==> config.mk <==
export PLATFORM = sky130hd
export DESIGN_NAME = ir_tx_ctrl
export DESIGN_NICKNAME = d
export VERILOG_FILES = /design/src/rtl/ir_tx_ctrl.sv
export SDC_FILE = /design/constraint.sdc
export NUM_CORES = 1
export LEC_CHECK = 0
export BUFFER_PORTS_ARGS = -buffer_cell sky130_fd_sc_hd__buf_2
export CAP_MARGIN = 40
export CORE_MARGIN = 1
export CORE_UTILIZATION = 31
export DETAILED_ROUTE_END_ITERATION = 8
export GPL_TIMING_DRIVEN = 0
export PLACE_DENSITY = 0.53
export SLEW_MARGIN = 20
export SYNTH_ARGS = -nofsm -noshare
export SYNTH_HDL_FRONTEND = slang
export SYNTH_SLANG_ARGS = --single-unit
==> constraint.sdc <==
create_clock -name i_clk -period 9.4 [get_ports i_clk]
set_input_delay 0.47 -clock i_clk [delete_from_list [all_inputs] [get_ports i_clk]]
set_output_delay 0.47 -clock i_clk [all_outputs]
set_load 0.05 [all_outputs]
==> src/rtl/ir_tx_ctrl.sv <==
// IR frame sequencer: lead mark/space, N pulse-distance bits, stop mark.
// Define IR_CARRIER_EN to gate the mark envelope with a square-wave carrier.
module ir_tx_ctrl #(
  parameter int N           = 32,
  parameter int TICK_DIV    = 28125,
  parameter int LEAD_MARK   = 16,
  parameter int LEAD_SPACE  = 8,
  parameter int BIT_MARK    = 1,
  parameter int ZERO_SPACE  = 1,
  parameter int ONE_SPACE   = 3,
  parameter int STOP_MARK   = 1,
  parameter int CARRIER_DIV = 658
) (
  input  logic i_clk,
  input  logic i_reset_n,
  input  logic i_start,
  input  logic i_abort,
  input  logic i_sr_sout,
  output logic o_sr_load,
  output logic o_sr_enable,
  output logic o_busy,
  output logic o_done,
  output logic o_ir
);

  typedef enum logic [2:0] {
    S_IDLE, S_LOAD, S_LEAD_M, S_LEAD_S,
    S_BIT_M, S_BIT_S, S_STOP_M, S_DONE
  } state_t;

  localparam int CW = (TICK_DIV > 1) ? $clog2(TICK_DIV) : 1;
  localparam int BW = $clog2(N + 1);

  state_t        state_q, state_d;
  logic [CW-1:0] cyc_q, cyc_d;
  logic [15:0]   unit_q, unit_d;
  logic [BW-1:0] bit_cnt_q, bit_cnt_d;
  logic [BW-1:0] bit_nx;
  logic          bit_q, bit_d;
  logic          tick;
  logic          last;
  logic [15:0]   len;
  logic          env;

  always_comb begin
    len = 16'd1;
    unique case (state_q)
      S_LEAD_M: len = 16'(LEAD_MARK);
      S_LEAD_S: len = 16'(LEAD_SPACE);
      S_BIT_M:  len = 16'(BIT_MARK);
      S_BIT_S:  len = bit_q ? 16'(ONE_SPACE) : 16'(ZERO_SPACE);
      S_STOP_M: len = 16'(STOP_MARK);
      default:  len = 16'd1;
    endcase
  end

  assign tick   = (cyc_q == CW'(TICK_DIV - 1));
  assign last   = tick && (unit_q == len - 16'd1);
  assign bit_nx = bit_cnt_q + BW'(1);

  always_comb begin
    state_d   = state_q;
    bit_d     = bit_q;
    bit_cnt_d = bit_cnt_q;
    unique case (state_q)
      S_IDLE:   if (i_start) state_d = S_LOAD;
      S_LOAD: begin
        state_d   = S_LEAD_M;
        bit_cnt_d = '0;
      end
      S_LEAD_M: if (last) state_d = S_LEAD_S;
      S_LEAD_S: if (last) state_d = S_BIT_M;
      S_BIT_M: begin
        // sout still holds the pre-shift MSB on this cycle
        if (last) begin
          bit_d   = i_sr_sout;
          state_d = S_BIT_S;
        end
      end
      S_BIT_S: begin
        if (last) begin
          bit_cnt_d = bit_nx;
          state_d   = (bit_nx < BW'(N)) ? S_BIT_M : S_STOP_M;
        end
      end
      S_STOP_M: if (last) state_d = S_DONE;
      S_DONE:   state_d = S_IDLE;
      default:  state_d = S_IDLE;
    endcase
    if (i_abort) state_d = S_IDLE;
  end

  always_comb begin
    cyc_d  = '0;
    unit_d = '0;
    if (state_q != S_IDLE && state_d == state_q) begin
      if (tick) begin
        unit_d = unit_q + 16'd1;
      end else begin
        cyc_d  = cyc_q + CW'(1);
        unit_d = unit_q;
      end
    end
  end

  always_ff @(posedge i_clk or negedge i_reset_n) begin
    if (!i_reset_n) begin
      state_q   <= S_IDLE;
      cyc_q     <= '0;
      unit_q    <= '0;
      bit_cnt_q <= '0;
      bit_q     <= 1'b0;
    end else begin
      state_q   <= state_d;
      cyc_q     <= cyc_d;
      unit_q    <= unit_d;
      bit_cnt_q <= bit_cnt_d;
      bit_q     <= bit_d;
    end
  end

  assign o_sr_load   = (state_q == S_LOAD);
  assign o_sr_enable = (state_q == S_LOAD) ||
                       ((state_q == S_BIT_M) && last);
  assign o_busy      = (state_q != S_IDLE) && (state_q != S_DONE);
  assign o_done      = (state_q == S_DONE);
  assign env         = (state_q == S_LEAD_M) ||
                       (state_q == S_BIT_M)  ||
                       (state_q == S_STOP_M);

`ifdef IR_CARRIER_EN
  localparam int KW = (CARRIER_DIV > 1) ? $clog2(CARRIER_DIV) : 1;

  logic [KW-1:0] car_cnt_q, car_cnt_d;
  logic          car_q, car_d;
  logic          mark_d;

  assign mark_d = (state_d == S_LEAD_M) ||
                  (state_d == S_BIT_M)  ||
                  (state_d == S_STOP_M);

  // Restart the carrier high at every mark entry
  always_comb begin
    car_cnt_d = '0;
    car_d     = 1'b0;
    if (mark_d && state_d != state_q) begin
      car_d = 1'b1;
    end else if (mark_d) begin
      if (car_cnt_q == KW'(CARRIER_DIV - 1)) begin
        car_d = ~car_q;
      end else begin
        car_cnt_d = car_cnt_q + KW'(1);
        car_d     = car_q;
      end
    end
  end

  always_ff @(posedge i_clk or negedge i_reset_n) begin
    if (!i_reset_n) begin
      car_cnt_q <= '0;
      car_q     <= 1'b0;
    end else begin
      car_cnt_q <= car_cnt_d;
      car_q     <= car_d;
    end
  end

  assign o_ir = env & car_q;
`else
  assign o_ir = env;
`endif

endmodule

==> results of run 1 <==
## cell families (layout without fill, tap and decap cells)
logic type / count (synthesis) / in the layout / synth area share [%]
and+or+nand+nor: 125 / 125 / 27.8
buffers and inverters: 15 / 34 / 2.55
DFF: 41 / 41 / 44.5
xor gates and xnor gates: 34 / 34 / 12.9
muxes: 3 / 3 / 1.36
adders and majority gates: 6 / 6 / 3.26
AOI/OAI and AO/OA: 22 / 22 / 7.55
## cells in the final DEF, fill, tap and decap left out, types with 8 or more instances in the layout
cell	count
nand4_1	12
inv_1	10
dfrtp_1	41
xor2_1	17
nand2_1	17
xnor2_1	17
nand3_1	16
nor2_1	45
buf_2	12
and3_1	8
## power by group through the flow
stage	Clock, uW	Sequential, uW	Combinational, uW
after floorplan	0	183	40.3
after global placement	0	184	54.3
after detailed placement	0	184	55.8
after CTS	153	181	56.0
after global routing	158	181	61.8
final	149	181	55.2
## layer usage
layer / global-route usage (%) / up-vias / routed length (um)
li1: - / 884 / -
met1: 20.3 / 836 / 2510
met2: 19.2 / 18 / 2050
met3: 3.39 / 8 / 113
met4: 5.28 / 0 / 77
met5: 0 / - / 0
## final cells by class
type,instances,area (sq um)
Clock inverter,3,46.3
Timing Repair Buffer,11,70.1
Tap cell,99,124
Buffer,5,21.3
Multi-Input combinational cell,190,1220
Sequential cell,41,1030
Fill cell,777,4600
Clock buffer,5,68.8
Inverter,10,37.5
## state kept, by name, indices dropped and copies added, names as in the netlist
name and cells:
unit_q 16, cyc_q 15, state_q 3, bit_cnt_q 6, bit_q 1
## through the flow
step | hold slack [ns] | instances | total power (uW) | worst slack [ns] | util (%)
3_3_place_gp | 0.508 | 354 | 239 | 5.46 | 34.3
6_report | 0.0607 | 364 | 385 | 5.09 | 36.2
2_1_floorplan | 0.174 | 246 | 224 | 5.37 | -
5_1_grt | 0.0790 | 364 | 402 | 4.83 | 36.2
4_1_cts | 0.0761 | 364 | 390 | 5.09 | 36.2
3_5_place_dp | 0.412 | 356 | 240 | 5.45 | 34.6
## worst paths after layout
check	to	slack [ns]	cells after the start
setup / recovery	o_sr_enable	5.09	12
min in group i_clk	state_q[0]	0.37	2
max in group asynchronous	unit_q[14]	8.86	2
setup reg to reg	bit_q	5.84	11
hold / removal	state_q[1]	0.06	1
hold reg to reg	bit_cnt_q[0]	0.53	1
==> summary.md, run 1 <==
| Metric | Value |
|---|---|
| Outcome | `finished clean` |
| Synth warn | `0` |
| Async SR Flop Fraction | `100%` |
| I/O pin cnt | `10` |
| Setup violations, final | `0` |
| Most frequent cells after synthesis | `45 x nor2_1, 41 x dfrtp_1, 17 x nand2_1, 17 x xnor2_1, 17 x xor2_1` |
| Sequential area share after synthesis | `44.5%` |
| Cell Chain, Critical Path | `nand2b_1, nor2_1, nand2_1, ha_1, ha_1, or3_1, a211oi_1, o22ai_2, or3_4, or3_4, a21oi_1, buf_2` |
| Post-synth EDFFs | `0` |
| Core area | `slightly above 7000 sq um` |
| # resized after CTS | `0` |
| GRT overflow | `0` |
| Root Driver | `clkbuf_8` |
| Maximum clock path buffer count | `2` |
| Sequential share of power | `a little under half` |
| Synth area leaders | `dfrtp_1 45%, nor2_1 7.3%, xnor2_1 6.5%` |
| Placed cell area | `~2500 sq um` |
| Clock sink count | `41` |
| Psw | `~110 uW` |
| Lkg Pwr | `approximately 0.0011 uW` |
| Clock network power share | `38.6%` |
| CP max FO | `8` |
| DP HPWL | `~3.4 mm` |
| Worst EP required | `just under 9 ns` |
| Chip Width | `~90 um` |
| CP Capture Type | `output port` |
| Layout Nets | `275` |
| Worst path arrival time | `around 3.8 ns` |
| Largest net degree at the start of global routing | `29` |
| Tot GR Track Use | `~14%` |
| Primary FF master, synth | `dfrtp_1` |
| Slowest Stage Delay on Critical Path | `between 0.4 and 0.5 ns` |
| FP Rows | `31` |
| Port bufs | `9` |
| Starting Density | `a little under a third` |
| CTS tree | `yes` |
| Max Fclk | `~230 MHz` |
| First DRT Iteration DRCs | `41` |
| Number of diodes | `0` |
| Comb power frac | `14.3%` |
| RSZ-0062 raised after global routing | `false` |
| Fin Clk Skew | `approximately 0.016 ns` |
| Hold buffer count at cts | `0` |
| Clk_lat worst skew | `0.31 ns` |
| Die H | `around 90 um` |
| CTS Buf Count | `5` |
| Final Hold Fails | `0` |
| Area delta synth->final | `13.4%` |
| Rel. slew slack | `61.3%` |
| H-tree depth | `2` |
| Final GP Congestion | `~0.77` |
| Max-cap viol count | `0` |
| Drt pass-1 iters | `4` |
| Yosys reg bits | `between 40 and 50` |
| Routed WL | `~4.7 mm` |
| Worst Setup Path Type | `reg -> out` |
| Number of global-route vias before repair | `approximately 1600` |
| Tcrit/Tclk final | `a little under half` |
| Post-route DRC | `0` |
| Power density over the cells | `about 150 nW/um^2` |
| Clk pin slew, worst setup/hold paths | `0.10 ns` |
| IR Drop Worst-Case VDD | `50.3 uV` |
| Highest-delay cell along the critical path | `dfrtp_1` |
| Cell variety after synth | `37` |
| Share of cells above drive strength 1 | `between 10% and 20%` |
| CP delay by family, top | `simple AND/OR/NAND/NOR gates` |
| CP Launch Type | `register` |
| Syn_area_per_cell | `9.36 sq um` |
| Slew @ Worst Pin | `~0.58 ns` |
| R2r startpoint | `state_q[1]` |
| Die area | `roughly 7800 sq um` |
| Worst Setup SP | `state_q[1]` |
| Synth area leader | `dfrtp_1` |
| Syn nets | `roughly 260` |
| DR vias | `between 1500 and 2000` |
| Fin area | `2610 sq um` |
| Switching Share | `28.5%` |
| Synth top area share | `between 40% and 50%` |
| Avg WL per Cell | `around 13 um` |
| Crit path time final | `between 4 and 5 ns` |
| Most frequent cell after synthesis | `nor2_1` |
| Synthesized instance count | `246` |
| Initial antenna violation count | `0` |
| Synthesized area | `around 2300 sq um` |
| Hold Crit Class | `in -> async` |
| WP buf/inv | `1` |
| Postcts setup bufs | `0` |
| Post-detailed-route count of antenna-violating nets | `0` |
| Via density | `4.80` |
| First-pass GRT wire length | `roughly 8 mm` |
| Final setup TNS | `0 ns` |
| Final Max Slew Viols | `0` |
| Internal Power | `275 uW` |
Power figures use the tool's default switching activity.
==> inputs of run 2 (changes only) <==
Settings changed: ABC_AREA set to 1.
Clock period 9.4 ns to 4.13 ns, I/O delays scaled along.
==> run 2 against run 1 <==
Area after synthesis increased by 17%. Wire length increased by 11%. Largest cell class unchanged. Highest routed layer unchanged. Combinational power increased to 3.4 times the previous value. Critical path type unchanged. Global-route usage decreased by 0.33 points. Critical path depth increased by 5. First-iteration DRC count increased by 130%. Core utilization decreased by 0.31 points.
==> summary.md, run 2 <==
| Metric | Value |
|---|---|
| DR vias | `2232` |
| Cell variety after synth | `34` |
| Clock sink count | `41` |
| Most frequent cell after synthesis | `nand2_1` |
| Outcome | `finished clean` |
| Number of global-route vias before repair | `2243` |
| Clk pin slew, worst setup/hold paths | `0.08 ns` |
| Layout Nets | `394` |
| Slowest Stage Delay on Critical Path | `0.52 ns` |
| Number of diodes | `0` |
| Syn_area_per_cell | `7.40 sq um` |
| Synthesized area | `2700 sq um` |
| R2R depth | `20` |
| Max Fclk | `roughly 290 MHz` |
| Core area | `8340 sq um` |
| Post-route DRC | `0` |
| Chip Width | `95.4 um` |
| Synth area leader | `dfrtp_1` |
| First-pass GRT wire length | `around 9.7 mm` |
| Sequential share of power | `47.9%` |
| Avg WL per Cell | `10.7 um` |
| Synthesized instance count | `approximately 370` |
| Starting Density | `about a third` |
| Lkg Pwr | `approximately 0.0013 uW` |
| Placed Cells | `480` |
| Port bufs | `9` |
| Die H | `between 90 and 100 um` |
| CP dominant cell by count | `nand2_1` |
| Yosys reg bits | `a little over 40` |
| Initial antenna violation count | `0` |
| Final Max Slew Viols | `0` |
| Post-detailed-route count of antenna-violating nets | `0` |
| Sequential area share after synthesis | `between 30 and 40%` |
| Power density over the cells | `approximately 290 nW/um^2` |
| Most frequent cells in the layout | `86 x nand2_1, 47 x inv_1, 41 x dfrtp_1, 37 x nor2_1, 33 x nor2_2` |
| Rel. slew slack | `between 60% and 70%` |
| Postcts setup bufs | `0` |
| Cell Chain, Critical Path | `inv_4, nor3_1, nand2_1, ha_1, ha_1, inv_1, nand2_1, nand2_1, inv_1, nor2_1, nand2_1, nor2_1, nand3_1, nor2_2, nand3_1, nand2_1, buf_2` |
| Area delta synth->final | `10.8%` |
| H-tree depth | `2` |
| Worst EP required | `3.92 ns` |
| Worst path arrival time | `about 3.3 ns` |
| Drt pass-1 iters | `6` |
| Most frequent cells after synthesis | `86 x nand2_1, 47 x inv_1, 41 x dfrtp_1` |
| Slew @ Worst Pin | `roughly 0.48 ns` |
| CTS tree | `yes` |
| CP max FO | `10` |
| Fill cell count | `~910` |
| Tcrit/Tclk final | `about 84%` |
| Primary FF master, synth | `dfrtp_1` |
| CP delay by family, top | `simple AND/OR/NAND/NOR gates` |
| Clock network power share | `30.6%` |
| Tot GR Track Use | `13.5%` |
| Internal Power | `a little under 600 uW` |
| Crit path time final | `around 3.5 ns` |
| Clk_lat worst skew | `between 0.2 and 0.3 ns` |
| IR Drop Worst-Case VDD | `between 100 and 150 uV` |
| Synth top area share | `between 30% and 40%` |
| Syn nets | `between 300 and 400` |
| Comb power frac | `between 20 and 25%` |
| DP HPWL | `roughly 4.1 mm` |
| Synth area leaders | `dfrtp_1 38%, nand2_1 12%, nor2_2 7.6%` |
| Fin Clk Skew | `about 0.0069 ns` |
| Maximum clock path buffer count | `2` |
| Switching Share | `a little over 30%` |
| Worst Setup Path Type | `reg -> out` |
| Highest-delay cell along the critical path | `dfrtp_1` |
| Final Hold Fails | `0` |
| Register name with the most flops | `unit_q` |
| Hold EP | `bit_q` |
| I/O pin cnt | `10` |
| R2R setup slack | `around 0.93 ns` |
| Beginning of the worst hold path | `i_sr_sout` |
| Largest register FFs | `16` |
| RSZ-0062 raised after global routing | `false` |
| Async SR Flop Fraction | `100%` |
| Largest net degree at the start of global routing | `27` |
| CP Capture Type | `output port` |
| Post-synth EDFFs | `0` |
| Share of cells above drive strength 1 | `18.5%` |
| Via density | `between 4 and 5` |
| CTS Buf Count | `5` |
| FP Rows | `33` |
| Final setup TNS | `0 ns` |
| WP buf/inv | `4` |
| Synth warn | `0` |
| R2r startpoint | `state_q[2]` |
| First DRT Iteration DRCs | `95` |
| Die area | `9090 sq um` |
| Top Registers | `unit_q x16, cyc_q x15, bit_cnt_q x6` |
| Root Driver | `clkbuf_8` |
| GRT overflow | `0` |
| Hold Crit Class | `in -> reg` |
| Worst Hold Depth | `2` |
| Worst reg2reg endpoint | `unit_q[7]` |
| Psw | `between 200 and 300 uW` |
| Worst Setup SP | `state_q[2]` |
| Final GP Congestion | `between 0.8 and 0.9` |
| Fin cells | `488` |
| Setup violations, final | `0` |
| Max-cap viol count | `0` |
| CP Launch Type | `register` |
| Commonest non-fill, non-tap cell in the layout | `nand2_1` |
| Routed WL | `roughly 5.2 mm` |
run 2: changes by cell type after synthesis, sizes merged, moves of 8 or more:
cell,change
xnor2,-14
nor2,+27
nand2,+74
o21ai,+9
nand3,+13
inv,+41
and3,-8
run 2: cell families (layout without fill, tap and decap cells):
group	after synthesis	after routing	synth area share (%)
and+or+nand+nor	220	220	39.4
buffers and inverters	58	76	9.03
DFF	41	41	38.0
xor gates and xnor gates	20	20	6.48
AOI/OAI and AO/OA	18	18	3.52
adders and majority gates	6	6	2.78
muxes	2	2	0.787
run 2: metal layers:
| metal | share of wire [%] | track usage, % | vias to the layer above |
|---|---|---|---|
| met4 | 0.97 | 3.41 | 0 |
| met2 | 44 | 22.2 | 23 |
| met3 | 2.3 | 2.63 | 4 |
| met1 | 53 | 18.0 | 1026 |
| li1 | - | - | 1179 |
| met5 | 0 | 0 | - |
run 2: how the worst max path moves through the flow:
| stage | to | slack, ns | cells after the start |
|---|---|---|---|
| after global routing | o_sr_enable | 0.30 | 17 |
| after floorplan | o_sr_enable | 1.32 | 16 |
| final | o_sr_enable | 0.68 | 17 |
| after global placement | unit_q[7] | 0.90 | 20 |
| after CTS | o_sr_enable | 0.64 | 17 |
| after detailed placement | unit_q[7] | 0.91 | 20 |
run 2: per-stage QoR:
step / hold WS, ns / cell area, sq um / utilization, % / power [uW] / worst slack [ns]
finish: 0.146 / 2990 / 35.9 / 861 / 0.676
global route: 0.144 / 2990 / 35.9 / 917 / 0.295
CTS: 0.139 / 2990 / 35.9 / 880 / 0.643
detailed placement: 0.160 / 2900 / 34.7 / 609 / 0.914
global placement: 0.429 / 2880 / 34.5 / 607 / 0.901
floorplan: -0.0891 / 2700 / - / 564 / 1.32
run 2: area by class of cell:
class | count | area [sq um] | area share, %
buffer | 6 | 46.3 | 1.55
clock buffer | 7 | 86.3 | 2.88
inverter | 52 | 198 | 6.60
multi-input combinational | 266 | 1430 | 47.8
sequential | 41 | 1030 | 34.3
tap | 105 | 131 | 4.39
timing repair buffer | 11 | 75.1 | 2.51
run 2: worst reg2reg max path, stage by stage (launching register included):
cell and delay, ns:
dfrtp_1 0.52, inv_4 0.12, nor3_1 0.40, nand2_1 0.11, ha_1 0.28, ha_1 0.33, inv_1 0.06, nand2_1 0.04
nand2_1 0.08, inv_1 0.04, nor2_1 0.08, nand2_1 0.05, nor2_1 0.10, nand3_1 0.10, nor2_2 0.19, nor2_1 0.08
nand4_1 0.07, nand2_1 0.06, nand3_2 0.14, buf_6 0.20, nor2_2 0.05
run 2: power groups by stage:
stage	registers, uW	clock network [uW]	logic [uW]
final	412	263	185
after global routing	413	294	210
after CTS	412	278	190
after global placement	421	0	186
after floorplan	419	0	145
after detailed placement	420	0	189
run 2: what timing repair did:
item	CTS	global route
endpoints found under the hold margin	15	0
hold buffers	1	0
resized for setup	0	0
==> inputs of run 3 (changes only) <==
Settings changed: ABC_AREA 1 to 0, PLACE_DENSITY 0.53 to 0.54.
Clock period 4.13 ns to 2.8 ns, I/O delays scaled along.
==> run 3 against run 2 <==
The run now ends with setup timing left. Combinational power increased by 43%. Core utilization increased by 3.8 points. Wire length decreased by 7.1%. Highest routed layer unchanged.
==> summary.md, run 3 (same netlist as run 1, synthesis figures left out) <==
| Metric | Value |
|---|---|
| Area delta synth->final | `24.2%` |
| GRT overflow | `0` |
| Power density over the cells | `481 nW/um^2` |
| Max Fclk | `between 300 and 400 MHz` |
| Die H | `approximately 88 um` |
| Avg WL per Cell | `12.9 um` |
| Clk pin slew, worst setup/hold paths | `~0.080 ns` |
| Number of global-route vias before repair | `roughly 1700` |
| FP Rows | `31` |
| Outcome | `complete, but fails checks` |
| Port bufs | `9` |
| Final Max Slew Viols | `0` |
| Final Hold Fails | `0` |
| I/O pin cnt | `10` |
| First-pass GRT wire length | `around 8.4 mm` |
| Fin Clk Skew | `around 0.012 ns` |
| CP Capture Type | `output port` |
| Largest net degree at the start of global routing | `28` |
| Routed WL | `~4.9 mm` |
| Top Registers | `unit_q x16, cyc_q x15, bit_cnt_q x6` |
| Layout Nets | `289` |
| Number of diodes | `0` |
| Lkg Pwr | `between 0.001 and 0.0015 uW` |
| Chip Width | `roughly 88 um` |
| R2r startpoint | `state_q[1]` |
| Clk_lat worst skew | `approximately 0.3 ns` |
| Min Hold Slack | `0.0633 ns` |
| Via density | `roughly 4.8` |
| Tcrit/Tclk final | `116%` |
| CP Launch Type | `register` |
| First DRT Iteration DRCs | `about 70` |
| H-tree depth | `2` |
| Rel. slew slack | `66.5%` |
| IR Drop Worst-Case VDD | `187 uV` |
| Post-route DRC | `0` |
| Pwr Total | `between 1000 and 1500 uW` |
| Maximum clock path buffer count | `2` |
| Clock sink count | `roughly 40` |
| Register name with the most flops | `unit_q` |
| Hold EP | `state_q[2]` |
| Placed Cells | `between 300 and 400` |
| Root Driver | `clkbuf_8` |
| Worst Hold Depth | `2` |
| DR vias | `about 1800` |
| Max-cap viol count | `0` |
| Most frequent cells in the layout | `44 x nor2_1, 39 x dfrtp_1, 17 x xnor2_1, 17 x xor2_1, 16 x nand3_1` |
| Core area | `7210 sq um` |
| Die area | `around 7800 sq um` |
| R2R setup slack | `-0.10 ns` |
| Worst EP required | `about 2.7 ns` |
| Worst Setup SP | `state_q[1]` |
| Final Worst Setup Slack | `-0.453 ns` |
| Share of cells above drive strength 1 | `22.9%` |
| R2R depth | `13` |
| Crit path time final | `between 3 and 4 ns` |
| DP HPWL | `between 3 and 4 mm` |
| Slew @ Worst Pin | `0.498 ns` |
| CTS Buf Count | `5` |
| Hold Crit Class | `in -> reg` |
| Final GP Congestion | `0.769` |
| Violated checks | `setup timing` |
| Commonest non-fill, non-tap cell in the layout | `nor2_1` |
| CTS tree | `yes` |
| Worst path arrival time | `about 3.1 ns` |
| Post-detailed-route count of antenna-violating nets | `0` |
| RSZ-0062 raised after global routing | `true` |
| Initial antenna violation count | `0` |
| Drt pass-1 iters | `4` |
| Starting Density | `31.9%` |
| Largest register FFs | `16` |
| Beginning of the worst hold path | `i_abort` |
| CP max FO | `4` |
| Worst reg2reg endpoint | `bit_cnt_q[5]` |
| Tot GR Track Use | `between 10% and 20%` |
| Worst Setup Path Type | `reg -> out` |
| Setup violations, final | `7` |
| Fin cells | `around 380` |
## run 3: cell count changes in the layout (fill, tap and decap cells not counted), moves of 7 or more
| cell | previous run | this run |
|---|---|---|
| and3_1 | 0 | 8 |
| xnor2_1 | 3 | 17 |
| nor2_1 | 37 | 44 |
| nand3_1 | 26 | 16 |
| nor2_2 | 33 | 0 |
| o21ai_0 | 12 | 4 |
| nand2_1 | 86 | 15 |
| inv_1 | 47 | 8 |
| buf_4 | 0 | 14 |
## run 3: what timing repair did
item | in CTS | in global routing
buffers inserted | 11 | 3
gates resized for setup | 14 | 8
endpoints found under the setup margin | 26 | 20
hold buffers | 1 | 0
endpoints found under the hold margin | 14 | 0
pin swaps | 9 | 10
## run 3: area by class of cell
type                       instances  area (sq um)
fill                             748          4350
multi-input combinational        190          1330
sequential                        41          1030
timing repair buffer              26           195
tap                               99           124
clock buffer                       6          82.6
clock inverter                     2          37.5
inverter                          10          37.5
buffer                             4          23.8
## run 3: worst max-delay path by stage
| stage | end | slack [ns] | cells past startpoint |
|---|---|---|---|
| 6_report | o_sr_enable | -0.45 | 12 |
| 4_1_cts | o_sr_enable | -0.54 | 12 |
| 3_5_place_dp | o_sr_enable | -0.46 | 12 |
| 3_3_place_gp | o_sr_enable | -0.45 | 9 |
| 5_1_grt | o_sr_enable | -0.55 | 12 |
| 2_1_floorplan | o_sr_enable | -0.24 | 11 |
## run 3: critical path: stages, from the launching register on
cell,delay [ns]
dfrtp_2,0.42
nand2b_4,0.16
nor2_4,0.09
nand2_2,0.07
ha_4,0.17
ha_4,0.16
or3_4,0.36
a211oi_2,0.23
o22ai_2,0.12
or3_4,0.36
or3_4,0.35
a21oi_4,0.16
buf_8,0.16
## run 3: power breakdown
part           switching, uW  internal (uW)
sequential              8.01            598
clock                    217            290
combinational            155            109
## run 3: layer usage
metal	vias to the layer above	GRT usage, %	wire (um)
met5	-	0	0
met2	17	21.0	2190
met1	869	19.5	2450
met3	8	3.58	145
met4	0	5.28	82
li1	908	-	-
## run 3: through the flow
step                setup WS (ns)  instance area, sq um  utilization [%]  setup TNS (ns)
global placement           -0.455                  2530             35.1           -4.82
finish                     -0.453                  2860             39.7          -0.987
CTS                        -0.536                  2810             39.0           -1.17
global route               -0.549                  2860             39.7           -1.89
floorplan                  -0.239                  2360                -          -0.297
detailed placement         -0.461                  2560             35.4           -4.62
